File: src/rtl/sprite_pos_ctrl.sv
// Pushbutton-driven sprite position controller: sync + debounce four keys, step
// the (x, y) position with auto-repeat, clamp to the visible area.

// state | meaning
// IDLE  | no sole key of the pair pressed; waiting
// MOVE  | apply one +/-1 step (with clamp), arm the repeat timer
// HOLD  | latched key still sole-pressed; count down to the next step
module sprite_axis_fsm #(
    parameter int POS_W       = 10,
    parameter int STEP_CYCLES = 500000,
    parameter int POS_MAX     = 635,
    parameter int POS_INIT    = 0
) (
    input  logic             i_clk,
    input  logic             i_rst_n,
    input  logic             i_center,
    input  logic             i_inc_key,
    input  logic             i_dec_key,
    output logic [POS_W-1:0] o_pos,
    output logic             o_blocked,
    output logic             o_busy
);
    localparam int TMR_W = (STEP_CYCLES > 2) ? $clog2(STEP_CYCLES - 1) : 1;
    localparam logic [TMR_W-1:0] TMR_LOAD = TMR_W'(STEP_CYCLES - 2);
    localparam logic [TMR_W-1:0] TMR_ONE  = TMR_W'(1);
    localparam logic [POS_W-1:0] P_MAX    = POS_W'(POS_MAX);
    localparam logic [POS_W-1:0] P_INIT   = POS_W'(POS_INIT);
    localparam logic [POS_W-1:0] P_ONE    = POS_W'(1);

    typedef enum logic [1:0] {IDLE, MOVE, HOLD} state_t;

    state_t           state, state_nxt;
    logic             dir_inc, dir_inc_nxt;
    logic [TMR_W-1:0] tmr, tmr_nxt;
    logic [POS_W-1:0] pos, pos_nxt;
    logic             inc_sole, dec_sole, latched_sole;

    assign inc_sole     = i_inc_key & ~i_dec_key;
    assign dec_sole     = i_dec_key & ~i_inc_key;
    assign latched_sole = dir_inc ? inc_sole : dec_sole;

    always_ff @(posedge i_clk or negedge i_rst_n) begin
        if (!i_rst_n) begin
            state   <= IDLE;
            dir_inc <= 1'b0;
            tmr     <= '0;
            pos     <= P_INIT;
        end else begin
            state   <= state_nxt;
            dir_inc <= dir_inc_nxt;
            tmr     <= tmr_nxt;
            pos     <= pos_nxt;
        end
    end

    always_comb begin
        state_nxt   = state;
        dir_inc_nxt = dir_inc;
        tmr_nxt     = tmr;
        pos_nxt     = pos;
        o_blocked   = 1'b0;
        if (i_center) begin
            state_nxt = IDLE;
            pos_nxt   = P_INIT;
        end else begin
            case (state)
                IDLE: begin
                    if (inc_sole || dec_sole) begin
                        state_nxt   = MOVE;
                        dir_inc_nxt = inc_sole;
                    end
                end
                MOVE: begin
                    state_nxt = HOLD;
                    tmr_nxt   = TMR_LOAD;
                    // Compare before add/sub so the position can never wrap.
                    if (dir_inc) begin
                        if (pos == P_MAX) o_blocked = 1'b1;
                        else              pos_nxt   = pos + P_ONE;
                    end else begin
                        if (pos == '0) o_blocked = 1'b1;
                        else           pos_nxt   = pos - P_ONE;
                    end
                end
                HOLD: begin
                    if (!latched_sole)   state_nxt = IDLE;
                    else if (tmr == '0)  state_nxt = MOVE;
                    else                 tmr_nxt   = tmr - TMR_ONE;
                end
                default: state_nxt = IDLE;
            endcase
        end
    end

    assign o_pos  = pos;
    assign o_busy = (state != IDLE);
endmodule

module sprite_pos_ctrl #(
    parameter int POS_W       = 10,
    parameter int DEB_CYCLES  = 250000,
    parameter int STEP_CYCLES = 500000,
    parameter int X_MAX       = 635,
    parameter int Y_MAX       = 475,
    parameter int X_INIT      = 0,
    parameter int Y_INIT      = 0
) (
    input  logic             i_clk,
    input  logic             i_rst_n,
    input  logic             i_key_up,
    input  logic             i_key_down,
    input  logic             i_key_left,
    input  logic             i_key_right,
    input  logic             i_center,
    output logic [POS_W-1:0] o_x_pos,
    output logic [POS_W-1:0] o_y_pos,
    output logic             o_edge_hit,
    output logic             o_moving
);
    localparam int DEB_W = $clog2(DEB_CYCLES + 1);
    localparam logic [DEB_W-1:0] DEB_LAST = DEB_W'(DEB_CYCLES - 1);
    localparam logic [DEB_W-1:0] DEB_ONE  = DEB_W'(1);

    // Key index: 0 up, 1 down, 2 left, 3 right. All key vectors are active-low.
    logic [3:0]       key_raw, sync_1, sync_2, deb_state;
    logic [DEB_W-1:0] deb_cnt [4];
    logic [3:0]       pressed;
    logic             blk_x, blk_y, busy_x, busy_y;

    assign key_raw = {i_key_right, i_key_left, i_key_down, i_key_up};

    always_ff @(posedge i_clk or negedge i_rst_n) begin
        if (!i_rst_n) begin
            sync_1 <= 4'hF;
            sync_2 <= 4'hF;
        end else begin
            sync_1 <= key_raw;
            sync_2 <= sync_1;
        end
    end

    always_ff @(posedge i_clk or negedge i_rst_n) begin
        if (!i_rst_n) begin
            deb_state <= 4'hF;
            for (int i = 0; i < 4; i++) deb_cnt[i] <= '0;
        end else begin
            for (int i = 0; i < 4; i++) begin
                if (sync_2[i] == deb_state[i]) begin
                    deb_cnt[i] <= '0;
                end else if (deb_cnt[i] == DEB_LAST) begin
                    deb_state[i] <= sync_2[i];
                    deb_cnt[i]   <= '0;
                end else begin
                    deb_cnt[i] <= deb_cnt[i] + DEB_ONE;
                end
            end
        end
    end

    assign pressed = ~deb_state;

    sprite_axis_fsm #(
        .POS_W(POS_W), .STEP_CYCLES(STEP_CYCLES), .POS_MAX(X_MAX), .POS_INIT(X_INIT)
    ) u_axis_x (
        .i_clk(i_clk), .i_rst_n(i_rst_n), .i_center(i_center),
        .i_inc_key(pressed[3]), .i_dec_key(pressed[2]),
        .o_pos(o_x_pos), .o_blocked(blk_x), .o_busy(busy_x)
    );

    sprite_axis_fsm #(
        .POS_W(POS_W), .STEP_CYCLES(STEP_CYCLES), .POS_MAX(Y_MAX), .POS_INIT(Y_INIT)
    ) u_axis_y (
        .i_clk(i_clk), .i_rst_n(i_rst_n), .i_center(i_center),
        .i_inc_key(pressed[0]), .i_dec_key(pressed[1]),
        .o_pos(o_y_pos), .o_blocked(blk_y), .o_busy(busy_y)
    );

    // Blocked flags are already suppressed by i_center inside the axis FSMs.
    always_ff @(posedge i_clk or negedge i_rst_n) begin
        if (!i_rst_n) o_edge_hit <= 1'b0;
        else          o_edge_hit <= blk_x | blk_y;
    end

    assign o_moving = busy_x | busy_y;
endmodule

File: config.mk
export PLATFORM = sky130hd
export DESIGN_NAME = sprite_pos_ctrl
export DESIGN_NICKNAME = d
export VERILOG_FILES = /design/src/rtl/sprite_pos_ctrl.sv
export SDC_FILE = /design/constraint.sdc
export NUM_CORES = 1
export LEC_CHECK = 0
export ABC_AREA = 1
export CAP_MARGIN = 40
export CORE_MARGIN = 2
export CORE_UTILIZATION = 25
export CTS_BUF_LIST = sky130_fd_sc_hd__clkbuf_8 sky130_fd_sc_hd__clkbuf_16
export CTS_CLUSTER_DIAMETER = 50
export CTS_CLUSTER_SIZE = 20
export DETAILED_ROUTE_END_ITERATION = 6
export RECOVER_POWER = 25
export SYNTH_ARGS = -nofsm -noshare
export SYNTH_HDL_FRONTEND = slang
export SYNTH_SLANG_ARGS = --single-unit
File: constraint.sdc
create_clock -name i_clk -period 3 [get_ports i_clk]
set_input_delay 0.3 -clock i_clk [delete_from_list [all_inputs] [get_ports i_clk]]
set_output_delay 0.3 -clock i_clk [all_outputs]
set_load 0.02 [all_outputs]
==> results.py, run 1 <==
metrics = {
    "placed_design": {
        "io_buffers": 28,
        "gp_congestion": 0.891,
        "place_inst": 1878,
        "dpl_cell_area_sq_um": 10300,
        "dp_hpwl_um": 15900,
    },
    "worst_setup_path": {
        "arrival_ns": 1.92,
        "cp_max_fo": 5,
        "cp.buffers_inverters": 2,
        "cp-start-kind": "flip-flop",
        "worstPathRequired_ns": 2.70,
        "critPathKind": "reg -> out",
        "rrSetupSlack_ns": 0.82,
        "cpPeakStageDelay_ns": 0.61,
        "endpoint_kind": "primary output",
        "critPathTopFamily": "buffers and inverters",
        "cp_cell_sequence": "inv_1 > ha_1 > nand2_1 > clkdlybuf4s50_1",
        "cpMaxStageDelayCell": "clkdlybuf4s50_1",
    },
    "floorplan": {
        "dieArea_sq_um": 39400,
        "rows": 71,
        "die_y_um": 199,
        "start_util_pct": 25.2,
        "core_area_sq_um": 37500,
        "die_x_um": 199,
        "io_pins": 29,
    },
    "synthesis": {
        "syn_inst": 1351,
        "ys_types": 37,
        "ys.flop_type": "dfrtp_1",
        "synth_top_area_share_pct": 36.2,
        "synth_edf_count": 0,
        "ys_warn_count": 0,
        "synth.yosys.seq_area_share_pct": 39.6,
        "yosysTopAreaCell": "dfrtp_1",
        "synth.avg_cell_area_sq_um": 7.01,
        "synth_seq_cells": 149,
        "synth.top_cells.by_area": "dfrtp_1 (36%), nand2_1 (16%), nor2_1 (8.7%), nand3_1 (7.6%), inv_1 (6.3%)",
        "synth_area_sq_um": 9470,
        "synth_nets": 1391,
        "async_flop_share_pct": 100,
    },
    "timing": {
        "hold_slack_ns": 0.365,
        "worst_pin_slew_ns": 1.88,
        "slew_violations": 74,
        "skew_ns": 0.0130,
        "slew_headroom_pct": -25.5,
        "timing.fmax_ghz": 0.451,
        "hold_viol": 0,
        "setup_tns_ns": 0,
        "fin_crit_sh_pct": 73.9,
        "setup_violations": 0,
        "min_period_ns": 2.22,
        "rsz0062_at_grt": "no",
    },
    "power_and_ir_drop": {
        "p_leak_nw": 5.05,
        "power.density_nw_per_um2": 517,
        "max-vdd-ir-drop_mv": 0.346,
    },
    "detailed_routing": {
        "vias": 8394,
        "drc": 0,
        "wl_um": 21500,
        "wl_per_cell_um": 11.2,
        "first_pass_iters": 5,
        "viasPerCell": 4.39,
        "drt_iter0_drc": 494,
        "postRouteAntennaNets": 0,
    },
    "clocking": {
        "cts_tree": "yes",
        "cts.clk_slew.worst_paths_ns": 0.06,
        "cts.sinks": 149,
        "cts_made_buffers": 17,
        "htree_levels": 4,
        "root_buffer": "clkbuf_16",
        "clock_path_buffers": 2,
        "insertion_delay_ns": 0.44,
        "cts_setup_buffers": 0,
    },
    "finish": {
        "n_antenna_cell": 0,
        "syn_to_final_growth_pct": 14.9,
        "drive_gt1_share_pct": 5.93,
        "final_cell_count_no_fill": 1911,
        "fin_nets": 1427,
        "post-route-util_pct": 29.0,
        "final_area_sq_um": 10900,
    },
    "run_status": {
        "violations": "max-capacitance violations, max-slew violations",
        "outcome": "complete, but fails checks",
    },
    "global_routing": {
        "grt_first_pass_wirelength_um": 37800,
        "first_global_vias": 8149,
        "grt_max_degree": 74,
        "antenna_found_initial": 0,
        "grt_overflow": 0,
        "track_usage_pct": 11.6,
    },
    "hold_path": {
        "min_path_type": "reg -> reg",
    },
    "flow_run": {
        "cap_violations": 1,
    },
}
routing by layer:
metal  wire length [um]  vias up  track usage (%)
met5                  0        -                0
met4                450        0             4.15
met3                617       30             2.29
met2               9810      126             19.1
met1              10600     3882             15.0
li1                   -     4356                -
cells in the mapped netlist, types with 3 or more instances:
library cell and count:
o21ai_0 20, nand4_1 29, xnor2_1 15, nand3b_1 8
buf_2 8, nor3b_1 6, xor2_1 35, o21ai_2 11
nor2_1 220, nand2_2 5, ha_1 31, inv_1 160
clkbuf_1 4, buf_6 4, nand2_1 396, or2_2 4
dfrtp_1 137, dfstp_2 12, nor2_2 11, a21oi_1 20
nor3_1 45, nand3_1 144, o21bai_1 3
state kept, by name, summed over array words and instances (netlist names), 4 cells and up:
signal,cells
u_axis_x.o_pos,10
sync_2,4
u_axis_y.o_pos,10
deb_cnt,72
u_axis_x.tmr,19
u_axis_y.tmr,19
sync_1,4
deb_state,4
placed cells by master (no fill, tap or decap), types with 7 or more instances in the layout:
cell type and count:
a21oi_1 20, inv_1 162, dfstp_2 7, o21ai_0 20
clkbuf_16 17, nor3_1 45, dfrtp_1 137, nand3_1 144
nand2_1 396, clkdlybuf4s50_1 23, ha_1 31, nand3b_1 8
o21ai_2 11, buf_4 7, xnor2_1 15, xor2_1 35
nand4_1 29, nor2_2 10, nor2_1 221
final timing paths:
path / endpoint / depth (start not counted) / startpoint
worst min-delay path: sync_2[1]$_DFF_PN1_ / 0 / sync_1[1]$_DFF_PN1_
max in group asynchronous: sync_1[1]$_DFF_PN1_ / 3 / i_rst_n
min in group asynchronous: u_axis_y.o_pos[7]$_DFFE_PN0P_ / 2 / i_rst_n
worst max-delay path: o_moving / 4 / u_axis_y.state[0]$_DFFE_PN0P_
worst min register to register: sync_2[1]$_DFF_PN1_ / 0 / sync_1[1]$_DFF_PN1_
worst max register to register: u_axis_y.tmr[0]$_DFFE_PN0P_ / 10 / u_axis_y.tmr[0]$_DFFE_PN0P_
layout make-up:
| class | count | area [sq um] |
|---|---|---|
| clock buffer | 18 | 439 |
| clock inverter | 14 | 115 |
| fill | 4095 | 26600 |
| inverter | 162 | 608 |
| multi-input combinational | 1021 | 4990 |
| sequential | 149 | 3740 |
| tap | 511 | 639 |
| timing repair buffer | 36 | 338 |
metrics by stage:
step | power [mW] | worst slack [ns]
floorplan | 3.35 | 1.23
finish | 5.62 | 0.784
global route | 6.00 | 0.376
global placement | 3.61 | 0.827
CTS | 5.69 | 0.763
detailed placement | 3.63 | 0.791
kinds of logic (layout without fill, tap and decap cells):
| family | after synthesis | in the layout | share of synthesized area, % |
|---|---|---|---|
| and+or+nand+nor | 876 | 876 | 39.7 |
| AOI/OAI and AO/OA | 62 | 62 | 3.93 |
| xor gates and xnor gates | 50 | 50 | 4.63 |
| DFF | 149 | 149 | 39.6 |
| adders and majority gates | 33 | 33 | 4.52 |
| buffers and inverters | 181 | 230 | 7.69 |
report_power, final:
part | total, mW | internal (mW) | switching, mW
Sequential | 2.36 | 2.18 | 0.179
Combinational | 1.23 | 0.410 | 0.819
Clock | 2.04 | 1.16 | 0.880
Total | 5.62 | 3.74 | 1.88
what timing repair did:
action / CTS / global route
hold buffers: 1 / 0
hold endpoints to repair: 67 / 0
resized for setup: 0 / 0
Power figures use the tool's default switching activity.
==> inputs of run 2 (changes only) <==
==> constraint.sdc (replaced) <==
create_clock -name i_clk -period 2.08 [get_ports i_clk]
set_input_delay 0.208 -clock i_clk [delete_from_list [all_inputs] [get_ports i_clk]]
set_output_delay 0.208 -clock i_clk [all_outputs]
set_load 0.02 [all_outputs]
==> results.py, run 2 (same netlist as run 1, synthesis figures left out) <==
metrics = {
    "run_status": {
        "outcome": "finished, final reports clean",
    },
    "placed_design": {
        "dp_hpwl_um": 15900,
        "dpl_cell_area_sq_um": 10500,
        "place_inst": 1892,
        "gp_congestion": 0.917,
        "io_buffers": 28,
    },
    "power_and_ir_drop": {
        "finalPower_mw": 8.39,
        "switchingPower_mw": 2.69,
        "clkPwrFrac_pct": 37.2,
        "seqPwrFrac_pct": 40.5,
        "comb_power_share_pct": 22.3,
        "p_int_mw": 5.70,
        "p_leak_nw": 5.15,
        "max-vdd-ir-drop_mv": 0.449,
        "switching_share_pct": 32.1,
        "power.density_nw_per_um2": 759,
    },
    "global_routing": {
        "antenna_found_initial": 1,
        "grt_overflow": 0,
        "first_global_vias": 8038,
        "grt_first_pass_wirelength_um": 37700,
        "grt_max_degree": 53,
        "track_usage_pct": 11.6,
    },
    "finish": {
        "fin_nets": 1441,
        "fillers": 4047,
        "drive_gt1_share_pct": 7.00,
        "reg.largest.list": "deb_cnt (72), u_axis_x.tmr (19), u_axis_y.tmr (19)",
        "final_area_sq_um": 11000,
        "seqCellArea_sq_um": 3740,
        "syn_to_final_growth_pct": 16.7,
        "top_register": "deb_cnt",
        "largest_register_ffs": 72,
        "layout_common_cells": "nand2_1 (396), nor2_1 (220), inv_1 (165)",
        "final_common_cell": "nand2_1",
        "multi_input_area_sq_um": 5000,
        "final_cell_count_no_fill": 1926,
    },
    "worst_setup_path": {
        "cpPeakStageDelay_ns": 0.58,
        "reg2reg_depth": 9,
        "arrival_ns": 2.26,
        "cp_max_fo": 18,
        "cpMaxStageDelayCell": "dfstp_2",
        "cp.buffers_inverters": 2,
        "cp.depth": 9,
        "worstSetupEndpoint": "u_axis_x.tmr[14]$_DFFE_PN0P_",
        "worstReg2RegStart": "deb_state[3]$_DFFE_PN1P_",
        "critPathTopFamily": "flip-flops",
        "startpoint": "deb_state[3]$_DFFE_PN1P_",
        "cpMostUsedCell": "nand2_1",
        "worstPathRequired_ns": 2.45,
        "cp-start-kind": "flip-flop",
        "endpoint_kind": "flip-flop",
        "reg2reg_to": "u_axis_x.tmr[14]$_DFFE_PN0P_",
        "critPathKind": "reg -> reg",
        "rrSetupSlack_ns": 0.19,
        "cp_cell_sequence": "inv_1 > ha_1 > nand2_1 > a21boi_0 > nor2_1 > nand3_2 > buf_4 > nand3_1 > nand2_1",
    },
    "timing": {
        "timing.fmax_ghz": 0.529,
        "fin_crit_sh_pct": 90.9,
        "slew_headroom_pct": 7.43,
        "min_period_ns": 1.89,
        "hold_viol": 0,
        "setup_violations": 0,
        "skew_ns": 0.00975,
        "setup_tns_ns": 0,
        "worst_pin_slew_ns": 1.39,
        "hold_slack_ns": 0.324,
        "slew_violations": 0,
        "rsz0062_at_grt": "no",
    },
    "detailed_routing": {
        "first_pass_iters": 5,
        "drt_iter0_drc": 645,
        "vias": 8452,
        "viasPerCell": 4.39,
        "postRouteAntennaNets": 0,
        "wl_um": 21500,
        "drc": 0,
        "wl_per_cell_um": 11.1,
    },
    "floorplan": {
        "rows": 71,
        "start_util_pct": 25.2,
        "die_y_um": 199,
        "die_x_um": 199,
        "dieArea_sq_um": 39400,
        "core_area_sq_um": 37500,
        "io_pins": 29,
    },
    "clocking": {
        "cts_setup_buffers": 0,
        "cts_made_buffers": 17,
        "cts_tree": "yes",
        "insertion_delay_ns": 0.43,
        "cts.clk_slew.worst_paths_ns": 0.06,
        "htree_levels": 4,
        "root_buffer": "clkbuf_16",
        "clock_path_buffers": 2,
        "cts.sinks": 149,
    },
    "hold_path": {
        "min_from": "i_key_up",
        "min_path_type": "in -> reg",
    },
    "flow_run": {
        "cap_violations": 0,
    },
}
-- run 2: metrics by stage --
stage	worst slack (ns)	util, %
floorplan	0.312	-
global placement	0.181	27.9
detailed placement	0.162	27.9
CTS	0.175	29.5
global route	0.00677	29.5
finish	0.190	29.5
-- run 2: what timing repair did --
item | in CTS | in global routing
endpoints found under the setup margin | 1 | 1
gates resized for setup | 1 | 1
pin swaps | 0 | 0
endpoints found under the hold margin | 47 | 0
hold buffers | 1 | 0
-- run 2: how the worst min path moves through the flow --
stage,end,slack (ns),depth (start not counted)
global route,sync_1[1]$_DFF_PN1_,0.31,1
floorplan,deb_cnt[0]$_DFF_PN0_,-0.09,0
global placement,u_axis_y.o_pos[6]$_DFFE_PN0P_,0.21,1
detailed placement,u_axis_y.o_pos[6]$_DFFE_PN0P_,0.22,1
finish,sync_1[0]$_DFF_PN1_,0.32,1
CTS,sync_1[0]$_DFF_PN1_,0.16,1
-- run 2: cell type report --
| cell class | count | share of cell area [%] |
|---|---|---|
| clock buffers | 18 | 3.97 |
| clock inverters | 14 | 1.35 |
| inverters | 162 | 5.50 |
| well taps | 511 | 5.79 |
| repair buffers | 50 | 4.26 |
| diodes | 1 | 0.0226 |
| flip-flops and latches | 149 | 33.9 |
| multi-input cells | 1021 | 45.2 |
-- run 2: layer usage --
metal | part of all wire (%) | wire [um] | up-vias | track usage (%)
met3 | 3.6 | 773 | 32 | 1.76
met2 | 46 | 9810 | 156 | 18.9
li1 | - | - | 4391 | -
met4 | 2.2 | 478 | 0 | 4.89
met1 | 48 | 10400 | 3873 | 15.4
met5 | 0 | 0 | - | 0
-- run 2: power groups by stage --
stage	logic (mW)	clock network (mW)	registers (mW)
after floorplan	1.44	0	3.39
after global placement	1.87	0	3.44
after detailed placement	1.90	0	3.44
after CTS	1.90	3.22	3.40
after global routing	2.17	3.34	3.44
final	1.87	3.12	3.40
